**src/rtl/bus_arbiter_xbar.sv**
```systemverilog
// bus_arbiter_xbar: two-master round-robin arbiter with base/mask decode to NUM_SLAVES slaves,
// one outstanding transaction, decode-miss and response-timeout error responses.
module bus_arbiter_xbar #(
    parameter int                        NUM_SLAVES     = 5,
    parameter logic [32*NUM_SLAVES-1:0]  SLAVE_BASE     = {32'h4000_0000, 32'h3000_0000, 32'h2000_0000,
                                                          32'h1000_0000, 32'h0000_0000},
    parameter logic [32*NUM_SLAVES-1:0]  SLAVE_MASK     = {5{32'hF000_0000}},
    parameter int                        TIMEOUT_CYCLES = 255
) (
    input  logic                         clk_i,
    input  logic                         n_rst_i,
    input  logic                         m0_req_i,
    input  logic [3:0]                   m0_sel_i,
    input  logic [31:0]                  m0_addr_i,
    input  logic                         m0_we_i,
    input  logic [31:0]                  m0_data_i,
    output logic                         m0_gnt_o,
    output logic                         m0_rvalid_o,
    output logic                         m0_err_o,
    output logic [31:0]                  m0_data_o,
    input  logic                         m1_req_i,
    input  logic [3:0]                   m1_sel_i,
    input  logic [31:0]                  m1_addr_i,
    input  logic                         m1_we_i,
    input  logic [31:0]                  m1_data_i,
    output logic                         m1_gnt_o,
    output logic                         m1_rvalid_o,
    output logic                         m1_err_o,
    output logic [31:0]                  m1_data_o,
    output logic [NUM_SLAVES-1:0]        s_req_o,
    output logic [3:0]                   s_sel_o,
    output logic [31:0]                  s_addr_o,
    output logic                         s_we_o,
    output logic [31:0]                  s_data_o,
    input  logic [NUM_SLAVES-1:0]        s_rvalid_i,
    input  logic [32*NUM_SLAVES-1:0]     s_data_i,
    output logic [15:0]                  err_cnt_o
);
    localparam int SW = (NUM_SLAVES > 1) ? $clog2(NUM_SLAVES) : 1;
    localparam logic [1:0] IDLE = 2'd0;
    localparam logic [1:0] REQ  = 2'd1;
    localparam logic [1:0] WAIT = 2'd2;
    localparam logic [1:0] RESP = 2'd3;

    logic [1:0]    r_state;
    logic          r_last;
    logic          r_idx;
    logic          r_err;
    logic [SW-1:0] r_slv;
    logic [15:0]   r_timer;
    logic [15:0]   r_err_cnt;
    logic [3:0]    r_sel;
    logic [31:0]   r_addr;
    logic          r_we;
    logic [31:0]   r_wdata;
    logic [31:0]   r_mdata [2];

    logic          w_any;
    logic          w_win;
    logic          w_hit;
    logic [SW-1:0] w_slv;
    logic [31:0]   w_addr;
    logic          w_rv;
    logic [31:0]   w_rdata;

    always_comb begin
        w_any  = m0_req_i | m1_req_i;
        w_win  = (m0_req_i & m1_req_i) ? ~r_last : m1_req_i;
        w_addr = w_win ? m1_addr_i : m0_addr_i;
        w_hit  = 1'b0;
        w_slv  = '0;
        // descending scan so the lowest matching slot wins on overlap
        for (int k = NUM_SLAVES - 1; k >= 0; k--) begin
            if ((w_addr & SLAVE_MASK[32*k +: 32]) == SLAVE_BASE[32*k +: 32]) begin
                w_hit = 1'b1;
                w_slv = SW'(k);
            end
        end
        for (int k = 0; k < NUM_SLAVES; k++)
            s_req_o[k] = (r_state == REQ) && (r_slv == SW'(k));
        w_rv    = s_rvalid_i[r_slv];
        w_rdata = s_data_i[32*r_slv +: 32];
    end

    assign m0_gnt_o    = (r_state == IDLE) && w_any && !w_win;
    assign m1_gnt_o    = (r_state == IDLE) && w_win;
    assign m0_rvalid_o = (r_state == RESP) && !r_idx;
    assign m1_rvalid_o = (r_state == RESP) && r_idx;
    assign m0_err_o    = m0_rvalid_o && r_err;
    assign m1_err_o    = m1_rvalid_o && r_err;
    assign m0_data_o   = r_mdata[0];
    assign m1_data_o   = r_mdata[1];
    assign s_sel_o     = r_sel;
    assign s_addr_o    = r_addr;
    assign s_we_o      = r_we;
    assign s_data_o    = r_wdata;
    assign err_cnt_o   = r_err_cnt;

    always_ff @(posedge clk_i or negedge n_rst_i) begin
        if (!n_rst_i) begin
            r_state    <= IDLE;
            r_last     <= 1'b1;
            r_idx      <= 1'b0;
            r_err      <= 1'b0;
            r_slv      <= '0;
            r_timer    <= '0;
            r_err_cnt  <= '0;
            r_sel      <= '0;
            r_addr     <= '0;
            r_we       <= 1'b0;
            r_wdata    <= '0;
            r_mdata[0] <= '0;
            r_mdata[1] <= '0;
        end else begin
            case (r_state)
                IDLE: if (w_any) begin
                    r_last  <= w_win;
                    r_idx   <= w_win;
                    r_sel   <= w_win ? m1_sel_i : m0_sel_i;
                    r_addr  <= w_addr;
                    r_we    <= w_win ? m1_we_i : m0_we_i;
                    r_wdata <= w_win ? m1_data_i : m0_data_i;
                    r_slv   <= w_slv;
                    if (w_hit) begin
                        r_state <= REQ;
                    end else begin
                        r_state        <= RESP;
                        r_err          <= 1'b1;
                        r_mdata[w_win] <= '0;
                    end
                end
                REQ: if (w_rv) begin
                    r_mdata[r_idx] <= w_rdata;
                    r_err          <= 1'b0;
                    r_state        <= RESP;
                end else begin
                    r_timer <= '0;
                    r_state <= WAIT;
                end
                WAIT: if (w_rv) begin
                    r_mdata[r_idx] <= w_rdata;
                    r_err          <= 1'b0;
                    r_state        <= RESP;
                end else if (r_timer == 16'(TIMEOUT_CYCLES - 1)) begin
                    r_mdata[r_idx] <= '0;
                    r_err          <= 1'b1;
                    r_state        <= RESP;
                end else begin
                    r_timer <= r_timer + 16'd1;
                end
                default: begin
                    r_state <= IDLE;
                    if (r_err && r_err_cnt != 16'hFFFF)
                        r_err_cnt <= r_err_cnt + 16'd1;
                end
            endcase
        end
    end
endmodule

```
**config.mk**
```make
export PLATFORM = sky130hd
export DESIGN_NAME = bus_arbiter_xbar
export DESIGN_NICKNAME = d
export VERILOG_FILES = /design/src/rtl/bus_arbiter_xbar.sv
export SDC_FILE = /design/constraint.sdc
export NUM_CORES = 1
export LEC_CHECK = 0
export CORE_AREA = 4 4 181 183
export DETAILED_ROUTE_END_ITERATION = 16
export DIE_AREA = 0 0 185 187
export GPL_ROUTABILITY_DRIVEN = 1
export HOLD_SLACK_MARGIN = 0.02
export SYNTH_ARGS = -nofsm -noshare
export SYNTH_HDL_FRONTEND = slang
export SYNTH_SLANG_ARGS = --single-unit
```
**constraint.sdc**
```tcl
create_clock -name clk_i -period 3.3 [get_ports clk_i]
set_input_delay 0.66 -clock clk_i [delete_from_list [all_inputs] [get_ports clk_i]]
set_output_delay 0.66 -clock clk_i [all_outputs]
set_load 0.05 [all_outputs]
```
==> impl_metrics.yaml, run 1 <==
outcome:
  status: "finished clean"
worst_setup_path:
  cpMaxStageDelayCell: "clkdlybuf4s50_1"
  critPathArrivalTime_ns: 2.40
  crit_fanout: 5
  r2r_end: "m1_data_o[30]"
  r2r_start: "r_slv[0]"
  reg2reg_depth: 7
  endpoint: "s_req_o[4]"
  slowest_delay_ns: 0.86
  startpoint: "r_state[1]"
  reg2reg_slack_ns: 1.02
  path_cells: "inv_1 -> ha_1 -> nand2b_1 -> nor3b_1 -> clkdlybuf4s50_1"
  start_kind: "register"
  endpoint_kind: "primary output"
  critPathKind: "reg2out"
  required_ns: 2.64
pwr:
  p_leak_uw: 0.006027
  powerDensity_nw_per_um2: 898.0
  irDropWorstVdd_v: 0.0006679
  power_uw: 13180
global_routing:
  grt_pass1_vias: 8954
  overflow: 0
  antenna_found_initial: 3
  grt_pass1_wl_mm: 53.52
  grt_usage: 0.1990
  grt_max_degree: 137
timing:
  hold_viol: 0
  clock.fmax_mhz: 327.0
  period_share: 0.9266
  fin_tns_setup_ns: 0
  setup_viol: 0
  final_max_slew_viol_count: 0
  finalWorstSetupSlack_ns: 0.2422
  rsz0062_at_grt: "no"
  holdWs_ns: 0.2824
  fin_crit_ns: 3.058
  fin_skew_ns: 0.009524
  max_slew_margin: 0.3967
  max_slew.worst_pin.slew_ns: 0.9050
min_path:
  hold_path.class: "in2async"
detailed_routing:
  route.detailed.drc: 0
  drtIter0Drc: 356
  vias: 8733
  drt-wirelength-per-cell_microns: 20.19
  dr.pass1.iters: 4
  totalWireLength_mm: 35.81
  viasPerCell: 4.923
  ant_nets: 0
floorplan:
  coreArea_sq_um: 31230
  initial_utilization: 0.2885
  row_count: 65
  dieArea_sq_um: 34600
  die_width_microns: 185
  io_pins: 467
  die_y_microns: 187
placement:
  io_buffers: 466
  dp_hpwl_mm: 28.21
  pre_cts_ws_ns: 0.3137
  gp_congestion: 0.7968
clock_tree:
  post_cts.repair.setup_buffers: 0
  cts_buffers: 17
  clock_sinks: 173
  cts_tree: "done"
  ctsLongestPathBuffers: 2
  htree_levels: 4
  clockRootBuffer: "clkbuf_16"
  cts_hold_buffers: 0
  path_clk_slew_ns: 0.07
  cts.repair.resized: 0
  worstSkewPairLatency_ns: 0.43
finish:
  multi_input_area_sq_um: 4369
  seq_area_sq_um: 4334
  nets: 1673
  drive_above_1_share: 0.04960
  area_growth_pct: 62.94
  fillers: 2992
synth:
  yosysMostFrequentCell: "dfrtp_1"
  yosys-top-cells-area: "dfrtp_1 48%, mux2i_1 14%, o2bb2ai_1 6.2%"
  yosysUniqueCellTypes: 47
  yosysSeqAreaShare: 0.4807
  synth_async_sr_flop_share: 1.000
  synth_commonest_cells: "172 x dfrtp_1, 125 x mux2i_1, 121 x nand2_1, 111 x o21ai_0, 64 x o2bb2ai_1"
  synth_edf_count: 0
  synth_top_flop_cell: "dfrtp_1"
  synth.avg_cell_area_sq_um: 9.803
  syn_inst: 919
  synth-seq-cells: 173
  yosysTopAreaCellShare: 0.4778
  syn-num-nets: 1234
  synth_top_cell_by_area: "dfrtp_1"
  netlist_area_sq_um: 9009
  yosys_warnings: 0
run:
  maxCapViolations: 0
-- report_power, final --
part	internal (uW)	switching [uW]	total (uW)
logic	2650	5120	7760
registers	2880	535	3410
clock network	1070	933	2010
-- routing by layer --
layer / up-vias / routed length [microns] / GRT usage
li1: 4207 / - / -
met1: 4113 / 13150 / 0.2185
met5: - / 0 / 0
met4: 0 / 941 / 0.06155
met2: 368 / 18410 / 0.3617
met3: 45 / 3302 / 0.06457
-- area by class of cell --
cell class                 instances  share of cell area
sequential                       173              0.2953
clock buffer                      18             0.02992
antenna                            1           0.0001705
timing repair buffer             486              0.3308
clock inverter                    14            0.008865
multi-input combinational        668              0.2976
tap                              402             0.03427
inverter                          12            0.003069
-- flip-flops by register name, summed over array words and instances (netlist names) --
signal	flops
s_data_o	32
s_addr_o	32
s_we_o	1
r_err	1
r_last	1
m0_data_o	32
r_idx	1
r_slv	3
s_sel_o	4
m1_data_o	32
err_cnt_o	16
r_state	2
r_timer	16
-- critical path, delay by kind of cell, from the launching register on --
| family | cells | cell delay (ns) |
|---|---|---|
| and+or+nand+nor | 2 | 0.33 |
| adders and majority gates | 1 | 0.25 |
| buffers and inverters | 2 | 0.96 |
| DFF | 1 | 0.43 |
-- worst min-delay path by stage --
stage | start | endpoint | slack, ns | cells after the start
after floorplan | n_rst_i | err_cnt_o[0] | 0.36 | 0
after global placement | s_addr_o[25] | s_addr_o[25] | 0.46 | 2
after detailed placement | s_addr_o[17] | s_addr_o[17] | 0.47 | 2
after CTS | n_rst_i | s_data_o[18] | 0.32 | 1
after global routing | n_rst_i | s_data_o[30] | 0.34 | 1
final | n_rst_i | s_data_o[18] | 0.28 | 1
-- kinds of logic after synthesis --
kind of cell	Yosys count	share of synthesized area
compound gates	268	0.1901
simple gates	249	0.1243
flops	173	0.4807
mux	128	0.1426
buf+inv	78	0.03653
xor+xnor	15	0.01458
fa+ha+maj	8	0.01111
-- layout by cell type, fill, tap and decap left out, types with 3 or more instances in the layout --
| cell type | netlist | layout |
|---|---|---|
| clkinv_2 | 0 | 3 |
| ha_1 | 8 | 8 |
| o31ai_1 | 15 | 15 |
| buf_4 | 0 | 20 |
| o21ai_0 | 111 | 110 |
| nand4_1 | 8 | 8 |
| inv_6 | 0 | 5 |
| a22oi_1 | 9 | 9 |
| clkdlybuf4s50_1 | 0 | 461 |
| clkinvlp_4 | 0 | 4 |
| clkbuf_16 | 0 | 17 |
| o211ai_1 | 3 | 3 |
| mux2_2 | 3 | 3 |
| mux2i_1 | 125 | 125 |
| inv_1 | 11 | 11 |
| nor2_1 | 53 | 53 |
| a21oi_1 | 48 | 48 |
| and3_1 | 7 | 7 |
| xor2_1 | 11 | 11 |
| nand2_1 | 121 | 121 |
| nor3_1 | 10 | 10 |
| or4_1 | 11 | 11 |
| nor4_1 | 6 | 6 |
| a21o_1 | 3 | 3 |
| and4_1 | 3 | 3 |
| o2bb2ai_1 | 64 | 64 |
| dfrtp_1 | 172 | 171 |
| xnor2_1 | 4 | 4 |
| buf_12 | 0 | 4 |
| nand3_1 | 16 | 16 |
| or3_1 | 3 | 3 |
-- per-stage QoR --
step | instances | utilization | area [sq um]
after CTS | 1773 | 0.4700 | 14680
after global placement | 1741 | 0.4517 | 14110
after global routing | 1774 | 0.4700 | 14680
after floorplan | 919 | - | 9009
final | 1774 | 0.4700 | 14680
after detailed placement | 1741 | 0.4517 | 14110
Note: power is estimated with default switching activity, not from simulation.
==> inputs of run 2 (changes only) <==
CORE_AREA = default   (was 4 4 181 183)
CORE_ASPECT_RATIO = 0.8   (was default)
CORE_MARGIN = 4   (was default)
CORE_UTILIZATION = 31   (was default)
DIE_AREA = default   (was 0 0 185 187)
PLACE_DENSITY = 0.65   (was default)
REMOVE_ABC_BUFFERS = 1   (was default)
SETUP_SLACK_MARGIN = 0.2   (was default)
==> impl_metrics.yaml, run 2 (same netlist as run 1, synthesis figures left out) <==
detailed_routing:
  totalWireLength_mm: 36.10
  drt-wirelength-per-cell_microns: 20.75
  dr.pass1.iters: 5
  vias: 8717
  viasPerCell: 5.010
  route.detailed.drc: 0
  drtIter0Drc: 370
  ant_nets: 0
worst_setup_path:
  reg2reg_depth: 7
  cpMaxStageDelayCell: "clkdlybuf4s50_1"
  cp_top_family: "buffers and inverters"
  critPathArrivalTime_ns: 2.22
  start_kind: "register"
  required_ns: 2.64
  slowest_delay_ns: 0.87
  critPathKind: "reg2out"
  startpoint: "r_state[0]"
  r2r_end: "m1_data_o[11]"
  reg2reg_slack_ns: 0.77
  path_cells: "ha_1 -> nor2b_1 -> clkdlybuf4s50_1"
  r2r_start: "r_state[0]"
  crit_fanout: 5
  critPathBufInv: 1
  endpoint_kind: "primary output"
floorplan:
  row_count: 55
  die_y_microns: 160.5
  dieArea_sq_um: 31870
  initial_utilization: 0.3162
  io_pins: 467
  die_width_microns: 198.6
  coreArea_sq_um: 28490
pwr:
  irDropWorstVdd_v: 0.0007067
  powerDensity_nw_per_um2: 907.4
  p_leak_uw: 0.006096
placement:
  gp_congestion: 0.8500
  place_area_sq_um: 14120
  dp_cells: 1706
  dp_hpwl_mm: 27.92
  io_buffers: 466
  pre_cts_ws_ns: 0.2871
clock_tree:
  htree_levels: 4
  ctsLongestPathBuffers: 2
  clock_sinks: 173
  cts_tree: "done"
  worstSkewPairLatency_ns: 0.43
  clockRootBuffer: "clkbuf_16"
  path_clk_slew_ns: 0.07
  cts_buffers: 17
timing:
  final_max_slew_viol_count: 0
  clock.fmax_mhz: 347.1
  fin_crit_ns: 2.881
  max_slew_margin: 0.2798
  max_slew.worst_pin.slew_ns: 1.075
  setup_viol: 0
  fin_skew_ns: 0.01492
  rsz0062_at_grt: "no"
  period_share: 0.8731
  hold_viol: 0
  finalWorstSetupSlack_ns: 0.4189
  fin_tns_setup_ns: 0
finish:
  final_cell_area_sq_um: 14720
  fillers: 2659
  final_util: 0.5168
  fin_cells: 1740
  layout_common_cells: "458 x clkdlybuf4s50_1, 171 x dfrtp_1, 125 x mux2i_1"
  drive_above_1_share: 0.04898
  nets: 1670
  area_growth_pct: 63.44
  final_common_cell: "clkdlybuf4s50_1"
global_routing:
  grt_pass1_wl_mm: 52.93
  antenna_found_initial: 3
  grt_pass1_vias: 8731
  overflow: 0
  grt_max_degree: 137
  grt_usage: 0.2144
run:
  maxCapViolations: 0
min_path:
  hold_path.class: "in2async"
outcome:
  status: "finished clean"
run 2: power breakdown:
part	switching (uW)	leakage [uW]	internal (uW)
sequential	591	0.00227	2880
clock	929	0.000298	1150
combinational	5120	0.00353	2680
total	6640	0.00610	6720
run 2: worst max path at each step:
stage / endpoint / cells after the start
finish: m0_rvalid_o / 3
global route: m1_err_o / 3
CTS: s_req_o[0] / 5
detailed placement: m1_data_o[11] / 6
global placement: m1_data_o[11] / 6
floorplan: m0_gnt_o / 2
run 2: layout make-up:
type / instances / area, sq um / area share
clock buffers: 18 / 439.2 / 0.02983
well taps: 370 / 462.9 / 0.03144
diodes: 2 / 5.005 / 0.0003399
inverters: 12 / 45.04 / 0.003059
multi-input cells: 668 / 4380 / 0.2975
clock inverters: 14 / 156.4 / 0.01062
repair buffers: 483 / 4901 / 0.3329
flip-flops and latches: 173 / 4334 / 0.2944
run 2: what timing repair did:
item | CTS | global route
hold buffers | 0 | 0
gates resized for setup | 0 | 2
setup buffers | 0 | 0
endpoints found under the setup margin | 0 | 2
run 2: worst reg2reg max path: stages (launching register included):
cell and delay (ns):
dfrtp_1 0.46, inv_1 0.10, ha_1 0.38, or2_2 0.37
nor2b_1 0.15, a21oi_1 0.25, o211ai_4 0.38, o2bb2ai_1 0.31
run 2: routing by layer:
layer | global-route usage | vias to the layer above | wire length (microns)
met1 | 0.2580 | 4130 | 14400
met3 | 0.07445 | 28 | 3234
met5 | 0 | - | 13
li1 | - | 4218 | -
met4 | 0.04506 | 2 | 501
met2 | 0.3725 | 339 | 17950
run 2: stage by stage:
stage / hold WS (ns) / total power (uW)
3_5_place_dp: 0.4691 / 11420
6_report: 0.1817 / 13360
5_1_grt: 0.1925 / 14090
4_1_cts: 0.1845 / 13530
3_3_place_gp: 0.4615 / 11320
2_1_floorplan: 0.3644 / 8319
==> inputs of run 3 (changes only) <==
clock period = 2.69 ns   (was 3.3 ns; I/O delays follow)
==> impl_metrics.yaml, run 3 (same netlist as run 1, synthesis figures left out) <==
timing:
  max_slew.worst_pin.slew_ns: 0.6831
  fin_skew_ns: 0.01703
  final_max_slew_viol_count: 0
  rsz0062_at_grt: "no"
  period_share: 0.9001
  setup_viol: 0
  fin_crit_ns: 2.421
  clock.fmax_mhz: 413.0
  hold_viol: 0
  max_slew_margin: 0.5437
  holdWs_ns: 0.4820
finish:
  drive_above_1_share: 0.06223
  final_common_cell: "clkdlybuf4s50_1"
  layout_common_cells: "453 x clkdlybuf4s50_1, 171 x dfrtp_1, 125 x mux2i_1"
  area_growth_pct: 64.90
  final_cell_area_sq_um: 14860
  fin_cells: 1753
  nets: 1684
detailed_routing:
  route.detailed.drc: 0
  drt-wirelength-per-cell_microns: 20.56
  drtIter0Drc: 400
  totalWireLength_mm: 36.05
  dr.pass1.iters: 5
  viasPerCell: 5.023
  ant_nets: 0
  vias: 8806
pwr:
  power_uw: 16510
  irDropWorstVdd_v: 0.0008550
  p_leak_uw: 0.006141
  powerDensity_nw_per_um2: 1111
outcome:
  status: "finished clean"
floorplan:
  coreArea_sq_um: 28490
  io_pins: 467
  die_y_microns: 160.5
  row_count: 55
  initial_utilization: 0.3162
  die_width_microns: 198.6
  dieArea_sq_um: 31870
worst_setup_path:
  endpoint_kind: "primary output"
  critPathKind: "in2out"
  required_ns: 2.15
  crit_fanout: 19
  start_kind: "primary input"
  critPathArrivalTime_ns: 1.88
placement:
  place_area_sq_um: 14240
  gp_congestion: 0.8473
  dp_hpwl_mm: 28.09
  dp_cells: 1718
  io_buffers: 466
global_routing:
  grt_pass1_vias: 8926
  antenna_found_initial: 3
  grt_pass1_wl_mm: 53.19
  grt_usage: 0.2139
  grt_max_degree: 75
  overflow: 0
clock_tree:
  path_clk_slew_ns: 0.07
  clockRootBuffer: "clkbuf_16"
  ctsLongestPathBuffers: 2
  cts_buffers: 17
  cts_tree: "done"
  clock_sinks: 173
  worstSkewPairLatency_ns: 0.43
  htree_levels: 4
run:
  maxCapViolations: 0
min_path:
  hold_path.class: "reg2reg"
## run 3: final timing paths
kind / startpoint / endpoint / slack, ns / cells after the start
max: m0_req_i / m1_gnt_o / 0.27 / 6
min: s_data_o[30] / s_data_o[30] / 0.48 / 2
max reg2reg: r_timer[0] / r_timer[14] / 0.44 / 7
min reg2reg: s_data_o[30] / s_data_o[30] / 0.48 / 2
max in group asynchronous: n_rst_i / r_slv[0] / 1.32 / 3
min in group asynchronous: n_rst_i / m0_data_o[9] / 0.56 / 2
## run 3: routing by layer
| layer | up-vias | track usage | routed length, microns |
|---|---|---|---|
| met3 | 26 | 0.06502 | 3166 |
| li1 | 4252 | - | - |
| met2 | 348 | 0.3757 | 18020 |
| met5 | - | 0 | 16 |
| met4 | 2 | 0.04133 | 368 |
| met1 | 4178 | 0.2612 | 14470 |
## run 3: power by group
group | internal [uW] | total (uW) | switching, uW
registers | 3530 | 4200 | 671
clock network | 1250 | 2460 | 1210
logic | 3480 | 9850 | 6370
total | 8260 | 16500 | 8250
## run 3: per-stage QoR
step / setup WS (ns) / utilization / setup TNS (ns)
3_5_place_dp: -0.1869 / 0.4997 / -9.576
5_1_grt: 0.2016 / 0.5214 / 0
2_1_floorplan: -6.487 / - / -520.39
6_report: 0.2688 / 0.5214 / 0
3_3_place_gp: -0.08423 / 0.4997 / -4.186
4_1_cts: 0.2004 / 0.5205 / 0
## run 3: what timing repair did
action / in CTS / in global routing
resized for setup: 5 / 5
pin swaps: 0 / 0
endpoints found under the setup margin: 3 / 24
endpoints found under the hold margin: 17 / 0
hold buffers: 1 / 0
buffers inserted: 0 / 1
## run 3: cell type report
| cell class | count | area (sq um) |
|---|---|---|
| multi-input cells | 668 | 4393 |
| diodes | 1 | 2.502 |
| repair buffers | 497 | 5035 |
| well taps | 370 | 462.9 |
| fillers | 2622 | 13630 |
| inverters | 12 | 48.80 |
| flip-flops and latches | 173 | 4334 |
| clock inverters | 14 | 150.1 |
| clock buffers | 18 | 429.2 |
## run 3: critical path, cell delays in order
cell and delay (ns):
clkdlybuf4s50_1 0.59, a21bo_4 0.16, buf_6 0.22, nor2_1 0.07
buf_4 0.15, buf_12 0.14
